<file path="config.mk">
export PLATFORM = sky130hd
export DESIGN_NAME = mem_req_scheduler
export DESIGN_NICKNAME = d
export VERILOG_FILES = /design/src/rtl/mem_req_scheduler.sv
export SDC_FILE = /design/constraint.sdc
export NUM_CORES = 1
export LEC_CHECK = 0
export BUFFER_PORTS_ARGS = -buffer_cell sky130_fd_sc_hd__buf_2
export CORE_AREA = 5 5 263 265
export CTS_CLUSTER_DIAMETER = 80
export DETAILED_ROUTE_END_ITERATION = 16
export DIE_AREA = 0 0 268 270
export GPL_ROUTABILITY_DRIVEN = 0
export SYNTH_ARGS = -nofsm -noshare
export SYNTH_HDL_FRONTEND = slang
export SYNTH_SLANG_ARGS = --single-unit
</file>
<file path="constraint.sdc">
create_clock -name clk -period 2.2 [get_ports clk]
set_input_delay 0.22 -clock clk [delete_from_list [all_inputs] [get_ports clk]]
set_output_delay 0.22 -clock clk [all_outputs]
set_load 0.02 [all_outputs]
</file>
<file path="src/rtl/mem_req_scheduler.sv">
// mem_req_scheduler: two-port req/gnt arbiter (port 1 priority, starvation guard for port 0)
// driving one outstanding AXI-lite read or write on the shared memory port.
module mem_req_scheduler #(
    parameter int ADDR_W     = 64,
    parameter int DATA_W     = 64,
    parameter int STARVE_MAX = 8
) (
    input  logic                clk,
    input  logic                rst_n,
    input  logic                m0_req,
    input  logic                m0_we,
    input  logic [ADDR_W-1:0]   m0_addr,
    input  logic [DATA_W-1:0]   m0_wdata,
    input  logic [DATA_W/8-1:0] m0_wstrb,
    output logic                m0_gnt,
    output logic                m0_rsp_vld,
    output logic [DATA_W-1:0]   m0_rdata,
    input  logic                m1_req,
    input  logic                m1_we,
    input  logic [ADDR_W-1:0]   m1_addr,
    input  logic [DATA_W-1:0]   m1_wdata,
    input  logic [DATA_W/8-1:0] m1_wstrb,
    output logic                m1_gnt,
    output logic                m1_rsp_vld,
    output logic [DATA_W-1:0]   m1_rdata,
    output logic [ADDR_W-1:0]   axi_AW_ADDR,
    output logic                axi_AW_VALID,
    input  logic                axi_AW_READY,
    output logic [DATA_W-1:0]   axi_W_DATA,
    output logic [DATA_W/8-1:0] axi_W_STRB,
    output logic                axi_W_VALID,
    input  logic                axi_W_READY,
    input  logic                axi_B_VALID,
    output logic                axi_B_READY,
    output logic [ADDR_W-1:0]   axi_AR_ADDR,
    output logic                axi_AR_VALID,
    input  logic                axi_AR_READY,
    input  logic [DATA_W-1:0]   axi_R_DATA,
    input  logic                axi_R_VALID,
    output logic                axi_R_READY
);
    localparam logic [7:0] SMAX = 8'(STARVE_MAX);

    typedef enum logic [2:0] {IDLE, RD_ADDR, RD_DATA, WR_REQ, WR_RESP} state_t;

    state_t              r_state;
    logic                r_owner;
    logic [ADDR_W-1:0]   r_addr;
    logic [DATA_W-1:0]   r_wdata;
    logic [DATA_W/8-1:0] r_wstrb;
    logic [DATA_W-1:0]   r_rdata0;
    logic [DATA_W-1:0]   r_rdata1;
    logic [7:0]          r_starve;
    logic                r_arvalid;
    logic                r_awvalid;
    logic                r_wvalid;
    logic                r_rready;
    logic                r_bready;
    logic                r_rsp0;
    logic                r_rsp1;

    logic w_idle;
    logic w_gnt0;
    logic w_gnt1;
    logic w_we;
    logic w_aw_done;
    logic w_w_done;

    // Gated by rst_n so no grant is ever visible while reset is held.
    assign w_idle    = rst_n && r_state == IDLE;
    assign w_gnt0    = w_idle && m0_req && (!m1_req || r_starve == SMAX);
    assign w_gnt1    = w_idle && m1_req && !w_gnt0;
    assign w_we      = w_gnt1 ? m1_we : m0_we;
    assign w_aw_done = !r_awvalid || axi_AW_READY;
    assign w_w_done  = !r_wvalid || axi_W_READY;

    assign m0_gnt       = w_gnt0;
    assign m1_gnt       = w_gnt1;
    assign m0_rsp_vld   = r_rsp0;
    assign m1_rsp_vld   = r_rsp1;
    assign m0_rdata     = r_rdata0;
    assign m1_rdata     = r_rdata1;
    assign axi_AW_ADDR  = r_addr;
    assign axi_AR_ADDR  = r_addr;
    assign axi_W_DATA   = r_wdata;
    assign axi_W_STRB   = r_wstrb;
    assign axi_AW_VALID = r_awvalid;
    assign axi_W_VALID  = r_wvalid;
    assign axi_AR_VALID = r_arvalid;
    assign axi_R_READY  = r_rready;
    assign axi_B_READY  = r_bready;

    always_ff @(posedge clk or negedge rst_n) begin
        if (!rst_n) begin
            r_starve <= '0;
        end else if (!m0_req || w_gnt0) begin
            r_starve <= '0;
        end else if (w_gnt1 && r_starve != SMAX) begin
            r_starve <= r_starve + 8'd1;
        end
    end

    always_ff @(posedge clk or negedge rst_n) begin
        if (!rst_n) begin
            r_state   <= IDLE;
            r_owner   <= 1'b0;
            r_addr    <= '0;
            r_wdata   <= '0;
            r_wstrb   <= '0;
            r_rdata0  <= '0;
            r_rdata1  <= '0;
            r_arvalid <= 1'b0;
            r_awvalid <= 1'b0;
            r_wvalid  <= 1'b0;
            r_rready  <= 1'b0;
            r_bready  <= 1'b0;
            r_rsp0    <= 1'b0;
            r_rsp1    <= 1'b0;
        end else begin
            r_rsp0 <= 1'b0;
            r_rsp1 <= 1'b0;
            case (r_state)
                IDLE: if (w_gnt0 || w_gnt1) begin
                    r_owner   <= w_gnt1;
                    r_addr    <= w_gnt1 ? m1_addr : m0_addr;
                    r_wdata   <= w_gnt1 ? m1_wdata : m0_wdata;
                    r_wstrb   <= w_gnt1 ? m1_wstrb : m0_wstrb;
                    r_arvalid <= !w_we;
                    r_awvalid <= w_we;
                    r_wvalid  <= w_we;
                    r_state   <= w_we ? WR_REQ : RD_ADDR;
                end
                RD_ADDR: if (axi_AR_READY) begin
                    r_arvalid <= 1'b0;
                    r_rready  <= 1'b1;
                    r_state   <= RD_DATA;
                end
                RD_DATA: if (axi_R_VALID) begin
                    r_rready <= 1'b0;
                    r_rdata0 <= r_owner ? r_rdata0 : axi_R_DATA;
                    r_rdata1 <= r_owner ? axi_R_DATA : r_rdata1;
                    r_rsp0   <= !r_owner;
                    r_rsp1   <= r_owner;
                    r_state  <= IDLE;
                end
                WR_REQ: begin
                    if (axi_AW_READY) r_awvalid <= 1'b0;
                    if (axi_W_READY) r_wvalid <= 1'b0;
                    if (w_aw_done && w_w_done) begin
                        r_bready <= 1'b1;
                        r_state  <= WR_RESP;
                    end
                end
                WR_RESP: if (axi_B_VALID) begin
                    r_bready <= 1'b0;
                    r_rsp0   <= !r_owner;
                    r_rsp1   <= r_owner;
                    r_state  <= IDLE;
                end
                default: r_state <= IDLE;
            endcase
        end
    end
endmodule

</file>
Word level (Yosys, flattened, before mapping)
Index checks and enable logic that the tools add are counted.
{"block": "classes", "add_sub_neg": 1, "bitwise": 1, "n_mux": 33, "eq_ne": 13, "n_reduce_logical": 34}
{"cell": "$mux W64", "count": 2}
{"cell": "$mux W8", "count": 3}
{"cell": "$reduce_and A3 Y1", "count": 7}
{"cell": "$mux W3", "count": 5}
{"cell": "$pmux W3 S5", "count": 1}
{"cell": "$mux W1", "count": 14}
{"cell": "$pmux W1 S2", "count": 7}
{"cell": "$ne A2 B2 Y1 const B", "count": 6}
{"cell": "$reduce_bool A2 Y1", "count": 5}
{"cell": "$add A8 B1 Y8 const B", "count": 1}
{"cell": "$eq A8 B4 Y1 const B", "count": 1}
{"cell": "$ne A8 B4 Y1 const B", "count": 1}
{"cell": "$logic_and A1 B1 Y1", "count": 7}
{"cell": "$logic_not A1 Y1", "count": 7}
{"cell": "$eq A3 B2 Y1 const B", "count": 2}
{"cell": "$logic_or A1 B1 Y1", "count": 5}
{"cell": "$reduce_and A5 Y1", "count": 1}
{"cell": "$eq A3 B1 Y1 const B", "count": 1}
{"cell": "$eq A3 B3 Y1 const B", "count": 1}
{"cell": "$logic_not A3 Y1", "count": 1}
{"cell": "$mux W2", "count": 1}
{"cell": "$ne A2 B1 Y1 const B", "count": 1}
{"cell": "$reduce_and A2 Y1", "count": 1}
{"cell": "$not A1 Y1", "count": 1}
{"block": "totals", "in_bits": 347, "regBits": 283}

Longest topological paths before layout
{"block": "logic_depth", "ltp_word": 10, "ltp_mapped": 9, "depth_no_buf": 7}

Worst setup path after synthesis
OpenSTA, ideal clock, no wires.
{"block": "synth_timing", "path_type": "flip-flop to flip-flop", "startpoint": "register r_starve[5]", "endpoint": "register r_wdata[40] (netlist: axi_W_DATA[40])", "n_path_buf": 2, "path_stages_with_launch": 8, "slack_ns": 0.041, "arrival_ns": 2.041, "required_ns": 2.082, "setup_ns": 0.118, "path_cell_list": "dfrtp_1 > or4_1 > o211ai_2 > inv_2 > buf_2 > buf_2 > a22o_1 > a21o_1"}
{"block": "synth_between", "elab_chain_cells": 7, "elab_cells_between_ends": 8, "cone_classes": "eq/ne: 1; mux: 1; reduce/logical: 6"}
{"element": "from (decl)", "line": "53", "rtl": "logic [7:0] r_starve;"}
{"element": "from (signal assigned)", "line": "99", "rtl": "r_starve <= r_starve + 8'd1;"}
{"element": "$eq A8 B4 Y1 *", "line": "71", "rtl": "assign w_gnt0 = w_idle && m0_req && (!m1_req || r_starve == SMAX);"}
{"element": "$logic_or A1 B1 Y1 *", "line": "71"}
{"element": "$logic_and A1 B1 Y1 *", "line": "71"}
{"element": "$logic_not A1 Y1", "line": "72", "rtl": "assign w_gnt1 = w_idle && m1_req && !w_gnt0;"}
{"element": "$logic_and A1 B1 Y1", "line": "72"}
{"element": "$logic_or A1 B1 Y1", "line": "123", "rtl": "IDLE: if (w_gnt0 || w_gnt1) begin"}
{"element": "$reduce_and A2 Y1 (no line)"}
{"element": "to (signal assigned)", "line": "126", "rtl": "r_wdata <= w_gnt1 ? m1_wdata : m0_wdata;"}
{"element": "to (decl)", "line": "49", "rtl": "logic [DATA_W-1:0] r_wdata;"}
Mark *: on every way between the ends. The rest lies on a longest branch, timed or not.
A chain may end at the register's enable or synchronous reset.

Final worst setup path
{"block": "layout_timing", "startpoint": "register r_starve[4]", "endpoint": "output m0_gnt"}
{"block": "layout_between", "elab_chain_cells": 3}
{"element": "$eq A8 B4 Y1", "line": "71"}
{"element": "$logic_or A1 B1 Y1", "line": "71"}
{"element": "$logic_and A1 B1 Y1", "line": "71"}
{"element": "to (decl)", "line": "15", "rtl": "output logic m0_gnt,"}
No other way between the ends.

==> flow_summary.toml <==
[global_routing]
grt_overflow = 0
antenna_found_initial = 3
grt_util_all_layers_pct = 13.37
grt_max_degree = 133
grt_pass1_vias = 13070
grt_pass1_wl_um = 77190

[floorplan]
rows = 95
die_x_um = 268
die_height_um = 270
core_mm2 = 0.06656
initial_core_util_pct = 18.38
dieArea_mm2 = 0.07236
io_pins = 684

[sta]
slew_violations = 0
worstMarginPinSlew_ns = 0.8032
period_needed_ns = 2.484
hold_viol = 0
rsz0062_at_grt = "true"
fin_crit_sh_pct = 112.9
finalSetupViolCount = 93
fin_ws_ns = -0.2841
fin_skew_ns = 0.02567
max_freq_mhz = 402.6
slew_headroom_pct = 46.45

[clock_tree]
cts.htree.levels = 2
clk_path_buf_depth = 3
root_buffer = "clkbuf_16"
cts_tree = "yes"
cts.clk_slew.worst_paths_ns = 0.05
clk_latency_ns = 0.56
clock-sinks = 283
numCtsBuffers = 37

[cells_and_area]
most-common-layout-cells = "buf_2 (680), dlygate4sd3_1 (342), dfrtp_1 (283)"
drive_above_1_share_pct = 45.34
final_common_cell = "buf_2"
multi_input_area_mm2 = 0.004398
antenna_cells = 0
fin_nets = 2425
fillers = 6578
area_growth_pct = 77.08
fin_util_pct = 32.54
final_cells = 2975
seq_area_mm2 = 0.007082

[routing]
drtPass1Iterations = 7
viasPerCell = 4.208
antenna_left = 0
wl_per_cell_um = 18.11
via_count = 12520
drtIter0Drc = 691
drc = 0
drt_wl_total_um = 53890

[worst_setup_path]
startpoint_type = "flop"
crit_chain = "or4_4, o31a_1, nor3b_4, buf_12, buf_8"
cpPeakStageDelay_ns = 0.54
required_ns = 1.98
crit_path_end_kind = "primary output"
path_max_fanout = 2
worstSetupPathType = "reg -> out"
crit_buf_inv = 2
critPathArrivalTime_ns = 2.26
critPathSlowestCell = "or4_4"
cp_top_family = "simple AND/OR/NAND/NOR gates"

[pwr]
ir_worst_vdd_v = 0.0009054
power_density_mw_per_mm2 = 1349
fin_total_pwr_uw = 29210
leakagePower_uw = 0.01069

[logic_synthesis]
ys_ff_latch = 283
synth-edff-count = 0
ys.flop_type = "dfrtp_1"
netlist_area_mm2 = 0.01223
synth_nets = 1426
synth_area_per_cell_um2 = 11.36
ys_types = 41
yosysWarnings = 0
async_reset_ff_share_pct = 100.0
synthCells = 1077
ys_seq_area_share_pct = 57.90

[placement]
port_buffers = 683
dp_cells = 2542
dp_hpwl_um = 34270

[status]
violations = "negative setup slack"
status = "finished with violations"

[job]
cap_violations = 0

[min_path]
min_path_type = "in -> reg"
==> cells in the mapped netlist, types with 2 or more instances <==
cell | instances | share of area, %
dfrtp_1 | 283 | 58
nor2_1 | 93 | 2.9
buf_2 | 30 | 1.2
a31oi_1 | 80 | 4.1
a21boi_0 | 4 | 0.25
ha_1 | 2 | 0.20
nand2_1 | 172 | 5.3
a22o_1 | 57 | 4.1
xnor2_1 | 4 | 0.29
buf_1 | 2 | 0.061
nand3_1 | 7 | 0.29
inv_1 | 9 | 0.28
o21ai_0 | 5 | 0.20
mux2_2 | 128 | 12
o22ai_1 | 4 | 0.20
a211oi_1 | 3 | 0.18
mux2i_1 | 4 | 0.33
nor3_1 | 3 | 0.12
clkbuf_1 | 35 | 1.1
nor2b_1 | 2 | 0.10
a21o_1 | 56 | 3.4
o31ai_1 | 2 | 0.12
and2_1 | 2 | 0.10
buf_4 | 67 | 4.1
a21oi_1 | 7 | 0.29
==> power breakdown <==
group / leakage, uW / switching (uW) / internal (uW) / total [uW]
logic: 0.00673 / 8270 / 5630 / 13900
registers: 0.00338 / 1690 / 7680 / 9360
clock network: 0.000583 / 2520 / 3430 / 5950
==> timing repair <==
item                                    CTS  global route
hold endpoints to repair                401             0
hold buffers                            342             0
gates resized for setup                  12            27
pin swaps                                 4             4
gates cloned                              1            12
endpoints found under the setup margin   27            86
setup buffers                             6             8
==> final timing paths <==
path,startpoint,endpoint,slack [ns],depth (start not counted)
setup / recovery,r_starve[4],m0_gnt,-0.28,5
hold / removal,m1_we,axi_AW_VALID,0.05,3
setup reg to reg,r_starve[4],axi_W_DATA[43],-0.13,9
hold reg to reg,m0_rdata[38],m0_rdata[38],0.50,1
max in group asynchronous,rst_n,axi_W_DATA[23],1.00,4
min in group asynchronous,rst_n,axi_W_DATA[48],0.57,4
==> state kept, by name, indices dropped and copies added (netlist names) <==
| name | count |
|---|---|
| axi_AR_ADDR | 64 |
| axi_AR_VALID | 1 |
| axi_AW_VALID | 1 |
| axi_B_READY | 1 |
| axi_R_READY | 1 |
| axi_W_DATA | 64 |
| axi_W_STRB | 8 |
| axi_W_VALID | 1 |
| m0_rdata | 64 |
| m0_rsp_vld | 1 |
| m1_rdata | 64 |
| m1_rsp_vld | 1 |
| r_owner | 1 |
| r_starve | 8 |
| r_state | 3 |
==> per-layer routing <==
metal  wire length (um)  GRT usage, %  part of all wire [%]  vias to the layer above
met4               2525         6.008                   4.7                        4
met5                 30             0                 0.056                        -
li1                   -             -                     -                     5716
met1              19970         15.09                    37                     6022
met2              27070         23.85                    50                      629
met3               4294         3.143                   8.0                      148
==> cell type report <==
| class | instances | share of cell area, % |
|---|---|---|
| Sequential cell | 283 | 32.70 |
| Inverter | 10 | 0.1849 |
| Clock buffer | 51 | 4.702 |
| Tap cell | 873 | 5.043 |
| Timing Repair Buffer | 1094 | 36.28 |
| Clock inverter | 14 | 0.7914 |
| Multi-Input combinational cell | 650 | 20.31 |
==> metrics by stage <==
step / cell area, um^2 / hold slack [ns] / TNS, ns / setup WS (ns)
global placement: 16500 / 0.4217 / 0 / 0.01904
floorplan: 12230 / -0.07559 / 0 / 0.04085
CTS: 21240 / 0.005782 / -0.4830 / -0.3833
detailed placement: 16500 / 0.4230 / -0.02209 / -0.006654
finish: 21660 / 0.05207 / -7.355 / -0.2841
global route: 21660 / 0.05804 / -12.53 / -0.3766
==> logic make-up after synthesis <==
group | count (synthesis) | share of synthesized area (%)
adders and majority gates | 2 | 0.2045
and+or+nand+nor | 289 | 9.503
DFF | 283 | 57.90
muxes | 132 | 12.11
AOI/OAI and AO/OA | 223 | 13.22
buffers and inverters | 144 | 6.782
xor gates and xnor gates | 4 | 0.2864
==> worst min-delay path, cell delays in order <==
cell and delay, ns:
buf_2 0.10, mux2i_1 0.08, o22ai_1 0.15
Power figures use the tool's default switching activity.
